[config.mk]
export PLATFORM = sky130hd
export DESIGN_NAME = wb_stage
export DESIGN_NICKNAME = d
export VERILOG_FILES = /design/src/rtl/wb_stage.sv
export SDC_FILE = /design/constraint.sdc
export NUM_CORES = 1
export LEC_CHECK = 0
export BUFFER_PORTS_ARGS = -buffer_cell sky130_fd_sc_hd__buf_2
export CELL_PAD_IN_SITES_DETAIL_PLACEMENT = 0
export CELL_PAD_IN_SITES_GLOBAL_PLACEMENT = 1
export CORE_ASPECT_RATIO = 0.75
export CORE_MARGIN = 1.5
export CORE_UTILIZATION = 42
export CTS_BUF_LIST = sky130_fd_sc_hd__clkbuf_8
export DETAILED_ROUTE_END_ITERATION = 8
export PLACE_DENSITY = 0.84
export RECOVER_POWER = 25
export REMOVE_ABC_BUFFERS = 1
export SYNTH_ARGS = -nofsm -noshare
export SYNTH_HDL_FRONTEND = slang
export SYNTH_SLANG_ARGS = --single-unit
[constraint.sdc]
create_clock -name clk -period 2.5 [get_ports clk]
set_clock_uncertainty 0.2 [all_clocks]
set_input_delay 0 -clock clk [delete_from_list [all_inputs] [get_ports clk]]
set_output_delay 0 -clock clk [all_outputs]
set_load 0.005 [all_outputs]
[src/rtl/wb_stage.sv]
// Write-back stage: MEM -> regfile write port with one-entry skid buffer,
// big-endian load alignment/extension, and stall/flush handling.
module wb_stage #(
    parameter int unsigned DATA_W = 32,
    parameter int unsigned ADDR_W = 5
) (
    input  logic              clk,
    input  logic              rst,
    input  logic              stall,
    input  logic              flush,
    input  logic              mem_valid,
    output logic              mem_ready,
    input  logic              mem_wreg,
    input  logic [ADDR_W-1:0] mem_wd,
    input  logic [DATA_W-1:0] mem_wdata,
    input  logic [2:0]        mem_ld_op,
    input  logic [DATA_W-1:0] mem_ld_data,
    input  logic [1:0]        mem_addr_lo,
    output logic              wb_we,
    output logic [ADDR_W-1:0] wb_waddr,
    output logic [DATA_W-1:0] wb_wdata
);

    localparam logic [2:0] LD_LB  = 3'd1;
    localparam logic [2:0] LD_LBU = 3'd2;
    localparam logic [2:0] LD_LH  = 3'd3;
    localparam logic [2:0] LD_LHU = 3'd4;
    localparam logic [2:0] LD_LW  = 3'd5;

    typedef struct packed {
        logic              wreg;
        logic [ADDR_W-1:0] wd;
        logic [DATA_W-1:0] data;
    } entry_t;

    entry_t            out_q;
    entry_t            skid_q;
    entry_t            in_c;
    logic              out_valid;
    logic              skid_valid;
    logic [7:0]        ld_byte;
    logic [15:0]       ld_half;
    logic [DATA_W-1:0] ld_fmt;
    logic              accept;
    logic              drain;

    // Pick the addressed byte/halfword (big-endian) and extend into the incoming entry
    always_comb begin
        ld_byte = 8'h00;
        ld_half = 16'h0000;
        ld_fmt  = mem_wdata;
        case (mem_addr_lo)
            2'd0:    ld_byte = mem_ld_data[DATA_W-1 -: 8];
            2'd1:    ld_byte = mem_ld_data[DATA_W-9 -: 8];
            2'd2:    ld_byte = mem_ld_data[15:8];
            default: ld_byte = mem_ld_data[7:0];
        endcase
        ld_half = mem_addr_lo[1] ? mem_ld_data[15:0] : mem_ld_data[DATA_W-1 -: 16];
        case (mem_ld_op)
            LD_LB:   ld_fmt = {{(DATA_W-8){ld_byte[7]}}, ld_byte};
            LD_LBU:  ld_fmt = {{(DATA_W-8){1'b0}}, ld_byte};
            LD_LH:   ld_fmt = {{(DATA_W-16){ld_half[15]}}, ld_half};
            LD_LHU:  ld_fmt = {{(DATA_W-16){1'b0}}, ld_half};
            LD_LW:   ld_fmt = mem_ld_data;
            default: ld_fmt = mem_wdata;
        endcase
        in_c.wreg = mem_wreg;
        in_c.wd   = mem_wd;
        in_c.data = ld_fmt;
    end

    // Skid occupancy is the only thing that blocks MEM, so ready is a pure register
    assign mem_ready = ~skid_valid;
    assign accept    = mem_valid & mem_ready & ~flush;
    assign drain     = out_valid & ~stall;

    // Output and skid registers; skid always refills out first to keep program order
    always_ff @(posedge clk or negedge rst) begin
        if (!rst) begin
            out_valid  <= 1'b0;
            skid_valid <= 1'b0;
            out_q      <= '0;
            skid_q     <= '0;
        end else if (flush) begin
            out_valid  <= 1'b0;
            skid_valid <= 1'b0;
        end else if (skid_valid) begin
            if (drain) begin
                out_q      <= skid_q;
                skid_valid <= 1'b0;
            end
        end else if (accept) begin
            if (!out_valid || drain) begin
                out_q     <= in_c;
                out_valid <= 1'b1;
            end else begin
                skid_q     <= in_c;
                skid_valid <= 1'b1;
            end
        end else if (drain) begin
            out_valid <= 1'b0;
        end
    end

    // Regfile port driven straight from the output register; r0 and non-writers never write
    always_comb begin
        wb_we    = out_valid & out_q.wreg & (out_q.wd != '0) & ~stall & ~flush;
        wb_waddr = out_valid ? out_q.wd : '0;
        wb_wdata = out_valid ? out_q.data : '0;
    end

endmodule

==> results.txt, run 1 <==
The flow ran to the end, and the final reports show no timing, DRC or antenna violations. The tools report the detailed-route wire length as 17.1 mm. The number of global-route vias before repair is 5147, and the proportion of layout cells with a drive suffix above 1 is 24.3%. The floorplan has 34 rows. The cell chosen for the clock root is sky130_fd_sc_hd__clkbuf_8. Summing the sequential cell areas from Yosys gives 37.5% of the chip area. Instance count of the mapped netlist: 594. Clock tree synthesis found a total of 78 sinks. In this run the remaining antenna-violating nets after routing total 0. Yosys mapped the design onto 50 distinct sky130hd cell types. The logs give 11.2 mm for the HPWL reported at the end of detailed placement and 27.8 mm for the global-route wire length before repair.

Data arrives at the worst endpoint at 2.38 ns. Dividing total power by cell area gives a power density of 556 nW/um2. Once layout is complete, the utilization of the core stands at 57.5%.

The worst setup path is launched from a flip-flop. The number of synthesized flops with an enable pin is 0. The path class of the tightest hold or removal check is in2reg. The final number of setup-violating endpoints was 0; the layout-stage area growth over the synthesis result was 30.7%.

The maximum clock insertion buffer count was 2. The critical path in this run is classified as reg2reg. Across the run, the number of max-cap violations was 0. At the worst endpoint, the required time is 2.51 ns. Among all flip-flop cells after synthesis, the most frequent one is sky130_fd_sc_hd__dfrtp_1. The boundary pin count was 119; the final hold violation count was 0. The average instance in the mapped netlist occupies 8.76 um2.

For this run, the slowest stage of the critical path takes 0.64 ns. The largest fanout of any net on the critical path is 16, and the first-pass iteration count of the detailed router is 5. The slowest stage of the critical path belongs to the cell sky130_fd_sc_hd__a211oi_4.

The final layout contains 835 nets. Headroom to the max-slew limit came out at 32.2%. The tools report the die footprint as 13100 um2. After detailed routing, the number of vias per cell comes to 5.86. Derived from the worst setup path, the maximum achievable clock frequency is 0.422 GHz. The share of the clock period used by the worst path after layout is 94.8%.

Entering global routing, the biggest net connects 55 pins. For this configuration, the core starts out at a cell density of 44.0%. The most frequent standard cell in the layout excluding fill and tap cells is sky130_fd_sc_hd__buf_2. Across the VDD grid, the largest voltage drop is 0.261 mV. The total of warnings raised by yosys was 0. The kind of cell adding the most delay to the critical path was compound AO/OA/AOI/OAI gates. The slew at the pin closest to its max-slew limit works out to 1.02 ns. Number of buffers created by CTS: 9. The run gives 5200 um2 as the synthesized cell area. TritonCTS built the clock tree. Measured along the y axis, the die boundary spans 99.4 um.

The share of flip-flops with an asynchronous set or reset is 100%, and the reported leakage power is 0.00295 uW. Clock-pin slew was measured on the worst setup and hold paths at 0.09 ns. Clock latency at the later pin of the worst-skew pair: 0.37 ns. Leaving out fill and tap cells, the most frequent cells in the layout are sky130_fd_sc_hd__buf_2, sky130_fd_sc_hd__nand2_1, sky130_fd_sc_hd__dfrtp_1.

For the total negative setup slack, the log shows 0 ns. The clock period could shrink to 2.37 ns. The initial antenna violation count was 0; the average routed wire per standard cell was 18.5 um. In the routed design, unresolved DRC markers number 0.

The signal on the critical path passes through nand2b_1, or3_2, a211oi_4, a211oi_1. The routed layout has 5405 vias. The count of buffering cells on the critical path with inverters included came out at 0.

For the DRC marker count from the first detailed-route iteration, the log shows 394. Flip-flop and latch count after synthesis: 78. The global router's overall resource usage came out at 26.9%. For the number of max-slew violations in the final report, the log shows 0. The die boundary width is 132 um, and the count of placed standard cells in the final layout, fillers left out is 922.

The repair_antennas step left the layout with diodes totalling 0. In this run the tool buffered the top-level ports with 118 buffer cells. Routability-driven placement finished with a final weighted congestion of 0.932.

CTS built an H-tree with a depth of 3. After global routing the overflow that remains totals 0. The tools report the critical path endpoint category as a flip-flop. The number of instances in the placed design is 841, and the standard cell core area is 11800 um2.
## tightest hold or removal path: cells and delay by family
| family | cells | cell delay (ns) |
|---|---|---|
| AOI/OAI and AO/OA | 3 | 0.31 |
| and+or+nand+nor | 1 | 0.13 |
| buffers and inverters | 1 | 0.11 |
## state kept, by name, summed over array words and instances, names as in the netlist
name,count
skid_q,38
out_valid,1
skid_valid,1
out_q,38
## Yosys cell counts (2+ instances only)
cell | instances | area share, %
sky130_fd_sc_hd__inv_1 | 3 | 0.22
sky130_fd_sc_hd__nand2_1 | 83 | 6.0
sky130_fd_sc_hd__nor2b_1 | 2 | 0.24
sky130_fd_sc_hd__o2bb2ai_1 | 7 | 1.2
sky130_fd_sc_hd__o22ai_1 | 16 | 1.9
sky130_fd_sc_hd__or3b_2 | 8 | 1.3
sky130_fd_sc_hd__a211oi_1 | 16 | 2.3
sky130_fd_sc_hd__clkbuf_1 | 44 | 3.2
sky130_fd_sc_hd__nor3_1 | 19 | 1.8
sky130_fd_sc_hd__and2_1 | 60 | 7.2
sky130_fd_sc_hd__buf_2 | 5 | 0.48
sky130_fd_sc_hd__mux2i_1 | 21 | 4.0
sky130_fd_sc_hd__a21boi_0 | 14 | 2.0
sky130_fd_sc_hd__nor2_1 | 26 | 1.9
sky130_fd_sc_hd__dfrtp_1 | 78 | 37
sky130_fd_sc_hd__a21oi_1 | 27 | 2.6
sky130_fd_sc_hd__a2bb2oi_1 | 16 | 2.7
sky130_fd_sc_hd__buf_4 | 2 | 0.29
sky130_fd_sc_hd__nand3_1 | 2 | 0.19
sky130_fd_sc_hd__mux4_2 | 8 | 3.5
sky130_fd_sc_hd__nand2b_1 | 19 | 2.3
sky130_fd_sc_hd__or3_1 | 9 | 1.1
sky130_fd_sc_hd__o311ai_0 | 15 | 2.5
sky130_fd_sc_hd__a2111oi_0 | 7 | 1.2
sky130_fd_sc_hd__nand4_1 | 7 | 0.84
sky130_fd_sc_hd__buf_1 | 2 | 0.14
sky130_fd_sc_hd__o31ai_1 | 14 | 2.0
sky130_fd_sc_hd__o221ai_1 | 15 | 2.5
sky130_fd_sc_hd__or4_1 | 2 | 0.29
sky130_fd_sc_hd__buf_6 | 3 | 0.65
sky130_fd_sc_hd__o21ai_0 | 25 | 2.4
## per-layer routing
metal  track usage, %  routed length [um]
met3             6.47                1440
met4             6.58                 186
met2             41.6                7530
met1             38.1                7930
met5                0                   0
## cells by family (layout without fill, tap and decap cells)
kind of cell	after synthesis	in the layout	share of synthesized area (%)
AOI/OAI and AO/OA	183	183	25.6
xor gates and xnor gates	1	1	0.168
buffers and inverters	60	226	5.02
DFF	78	78	37.5
muxes	30	30	7.72
and+or+nand+nor	242	242	24.0
## cell type report
| class | instances | area, um2 |
|---|---|---|
| inverter | 4 | 15.0 |
| fill | 1154 | 5020 |
| timing repair buffer | 206 | 1420 |
| clock inverter | 7 | 80.1 |
| multi-input combinational | 456 | 3010 |
| sequential | 78 | 1950 |
| tap | 162 | 203 |
| clock buffer | 9 | 124 |
## power breakdown
part	total, uW	switching [uW]	internal [uW]
Combinational	1060	552	510
Sequential	1720	151	1560
Clock	1010	532	473
Total	3780	1230	2550
## final timing paths
| check | start | to | slack, ns | depth (start not counted) |
|---|---|---|---|---|
| setup / recovery | skid_valid | skid_q[25] | 0.13 | 4 |
| max in group asynchronous | rst | skid_valid | 0.53 | 4 |
| hold reg to reg | out_q[37] | out_q[37] | 0.28 | 2 |
| min in group asynchronous | rst | skid_q[32] | 0.89 | 4 |
| hold / removal | mem_ld_data[7] | skid_q[7] | 0.03 | 5 |
| setup reg to reg | skid_valid | skid_q[25] | 0.13 | 4 |
## stage by stage
step                      instance area, um2  power [uW]  setup slack [ns]  hold WS, ns
after floorplan                         4960        2280            -0.676       -0.496
after global placement                  5970        2670             0.237       -0.175
after CTS                               6830        3800             0.164      0.00872
after detailed placement                5970        2720             0.166       -0.174
final                                   6810        3780             0.130       0.0260
after global routing                    6810        4020          -0.00134       0.0819
## repair_timing
| item | CTS | global route |
|---|---|---|
| endpoints found under the setup margin | 0 | 1 |
| buffers inserted | 0 | 0 |
| hold buffers | 65 | 0 |
| resized for setup | 0 | 1 |
| hold endpoints to repair | 152 | 0 |
(Power assumes the default switching activity.)
==> run 2: changes to the inputs <==
CORE_UTILIZATION = 45   (was 42)
PLACE_DENSITY = 0.89   (was 0.84)
clock period = 3.06 ns   (was 2.5 ns; I/O delays follow)
==> run 2 against run 1 <==
  * The flow now finishes with violations (max-capacitance violations, max-slew violations)
  * Sequential share of layout area is 0.24 points lower
  * Highest routed layer unchanged
  * Critical path type unchanged
  * Count of clock-buffer cells in the layout is 2 higher
  * Power is 16% lower
  * Via count is 3.2% higher
==> results.txt, run 2 (synthesis results as in run 1) <==
At the end of the flow, the number of nets in the layout was 845. TritonCTS built the clock tree. Boundary pin count: 119.

The largest registers in the layout are out_q: 38 flops, skid_q: 38 flops. The tools report the number of max-slew violations in the final report as 79. The number of instances in the placed design was 814. Number of global-route vias before repair: 5220.

The first-pass iteration count of the detailed router came out at 7. Once routing completed, OpenROAD measured the worst setup slack at 0.149 ns. The power density of the placed cells is 463 nW/um2, and the H-tree depth reported by CTS is 3. Summing over every cut layer, the via total after detailed routing is 5577. The initial antenna violation count was 0. Proportion of layout cells with a drive suffix above 1: 23.0%.

Leaving out fill and tap cells, the most frequent cell in the layout is sky130_fd_sc_hd__buf_2. At the pin with the least slew margin, the transition time is 2.05 ns. Relative to the synthesized area, the layout overhead comes to 31.9%. The run gives 9 as the number of buffers created by CTS.

The die boundary width is 127 um. Once detailed placement completed, the half-perimeter wirelength came to 11.0 mm. Critical path endpoint category: a flip-flop. The tree built by TritonCTS fans out to 78 sinks. In the final routed layout, each cell accounts on average for 19.2 um. The worst-case IR drop observed on VDD is 0.242 mV. STA puts the critical path data required time at 3.10 ns. The tightest min-delay check is of the in2reg type.

The routed design could run at a clock period as short as 2.91 ns. At the later pin of the worst-skew pair, clock insertion delay measures 0.36 ns. No sink is reached through more buffers than the 2 on the longest clock path. The run gives 0.00299 uW as the reported leakage power.

Setup violations remaining at the end of the flow were counted as 0. For this block, the initial DRC count from the detailed router was 409. The congestion estimate from routability-driven global placement came to 0.853. Final hold violation count: 0. The library cells used most frequently in the layout, excluding fill and tap cells, are sky130_fd_sc_hd__buf_2, sky130_fd_sc_hd__nand2_1, sky130_fd_sc_hd__dlygate4sd3_1. For the detailed-route wire length, the log shows 17.4 mm. Using the TritonRoute via totals, the vias-per-cell ratio works out to 6.14. For the starting utilization of the core area, the log shows 46.9%. Global routing consumed, over all layers together, 28.8% of the routing resources.

The tools report the cell chosen for the clock root as sky130_fd_sc_hd__clkbuf_8. After detailed routing, the number of remaining DRC violations is 0. The count of antenna diodes in the layout is 0. In this run the vertical extent of the chip is 96.1 um. The max-cap check violation count came out at 1. Summing all non-filler instances in the final layout gives an area of 6870 um2. After detailed routing, the wire length on met1 is 7.59 mm.

In the detailed route, the total length drawn on met3 is 1.55 mm. The detail route stage leaves a number of antenna-violating nets equal to 0. The largest fanout of any net on the critical path works out to 20. Input and output buffers added on the ports amount to 118. For this run the aggregate overflow at the end of global routing stands at 0. The run finished, with violations left. The floorplan step defined a die boundary enclosing 12200 um2.

Excluding fillers, the count of instances in the completed layout stands at 908. Entering global routing, the biggest net connects 79 pins. Once placement finished, the instance area stood at 5880 um2.

Nature of the critical path startpoint: a flip-flop. Post-CTS timing repair inserted 0 buffers for setup. After detailed routing, the met2 layer carries 7.84 mm of wire.

The top routing layer in use was met4. Prior to clock tree synthesis, the placed netlist has a worst setup slack of 0.581 ns. Static timing analysis puts the maximum clock frequency at 0.344 GHz. The number of rows in the core area came out at 33.

The number of fill cells was 998; the share of the clock period used by the worst path after layout was 95.1%. The clock transition at the registers of the reported paths was 0.08 ns. The first global-routing pass estimated 27.1 mm of wire. The core region is 11100 um2. Setup repair after global routing left no endpoint under its margin. At the worst endpoint, the arrival time is 2.95 ns.

In this run the tightest slew margin relative to its limit is -36.4%. Share of the core filled with cells: 61.8%. The checks that failed: max-capacitance violations, max-slew violations. The critical path class was reg2reg.
## run 2: worst paths after layout
kind                         startpoint         end  slack, ns  cells after the start
max                          skid_valid  skid_q[16]       0.15                      6
min                        mem_wdata[8]   skid_q[8]       0.02                      4
max reg2reg                  skid_valid  skid_q[16]       0.15                      6
min reg2reg                  skid_q[35]  skid_q[35]       0.28                      2
max in group asynchronous           rst   out_valid       0.78                      2
min in group asynchronous           rst  skid_q[17]       0.55                      2
## run 2: cell type report
cell class | instances | area, um2 | area share, %
flip-flops and latches | 78 | 1950 | 28.5
clock buffers | 11 | 151 | 2.20
clock inverters | 3 | 37.5 | 0.547
well taps | 140 | 175 | 2.55
inverters | 4 | 15.0 | 0.219
repair buffers | 216 | 1530 | 22.2
multi-input cells | 456 | 3010 | 43.8
## run 2: worst max-delay path: stages (launching register included)
cell and delay, ns:
sky130_fd_sc_hd__dfrtp_2 0.40, sky130_fd_sc_hd__nand2b_1 0.27, sky130_fd_sc_hd__or3_2 0.73, sky130_fd_sc_hd__buf_4 0.30
sky130_fd_sc_hd__nor3_1 0.24, sky130_fd_sc_hd__a211oi_1 0.08, sky130_fd_sc_hd__dlygate4sd3_1 0.57
## run 2: per-layer routing
layer  GRT usage, %  vias up
li1               -     2531
met1           39.0     2660
met2           46.4      343
met3           5.39       43
met4           10.8        0
met5              0        -
## run 2: what timing repair did
item / in CTS / in global routing
endpoints found under the hold margin: 153 / 0
resized for setup: 0 / 1
hold buffers: 80 / 0
setup endpoints to repair: 0 / 16
## run 2: per-stage QoR
stage / TNS [ns] / hold WS, ns / total power, uW
finish: 0 / 0.0194 / 3180
global route: 0 / 0.0545 / 3330
CTS: 0 / 0.00368 / 3160
detailed placement: 0 / 0.0207 / 2210
global placement: 0 / 0.0147 / 2180
floorplan: -1.85 / -0.496 / 1870
## run 2: report_power, final
part,total [uW],internal [uW],switching (uW),leakage [uW]
registers,1420,1280,138,0.000959
clock network,795,408,388,0.000104
logic,966,493,473,0.00193
total,3180,2180,999,0.00299
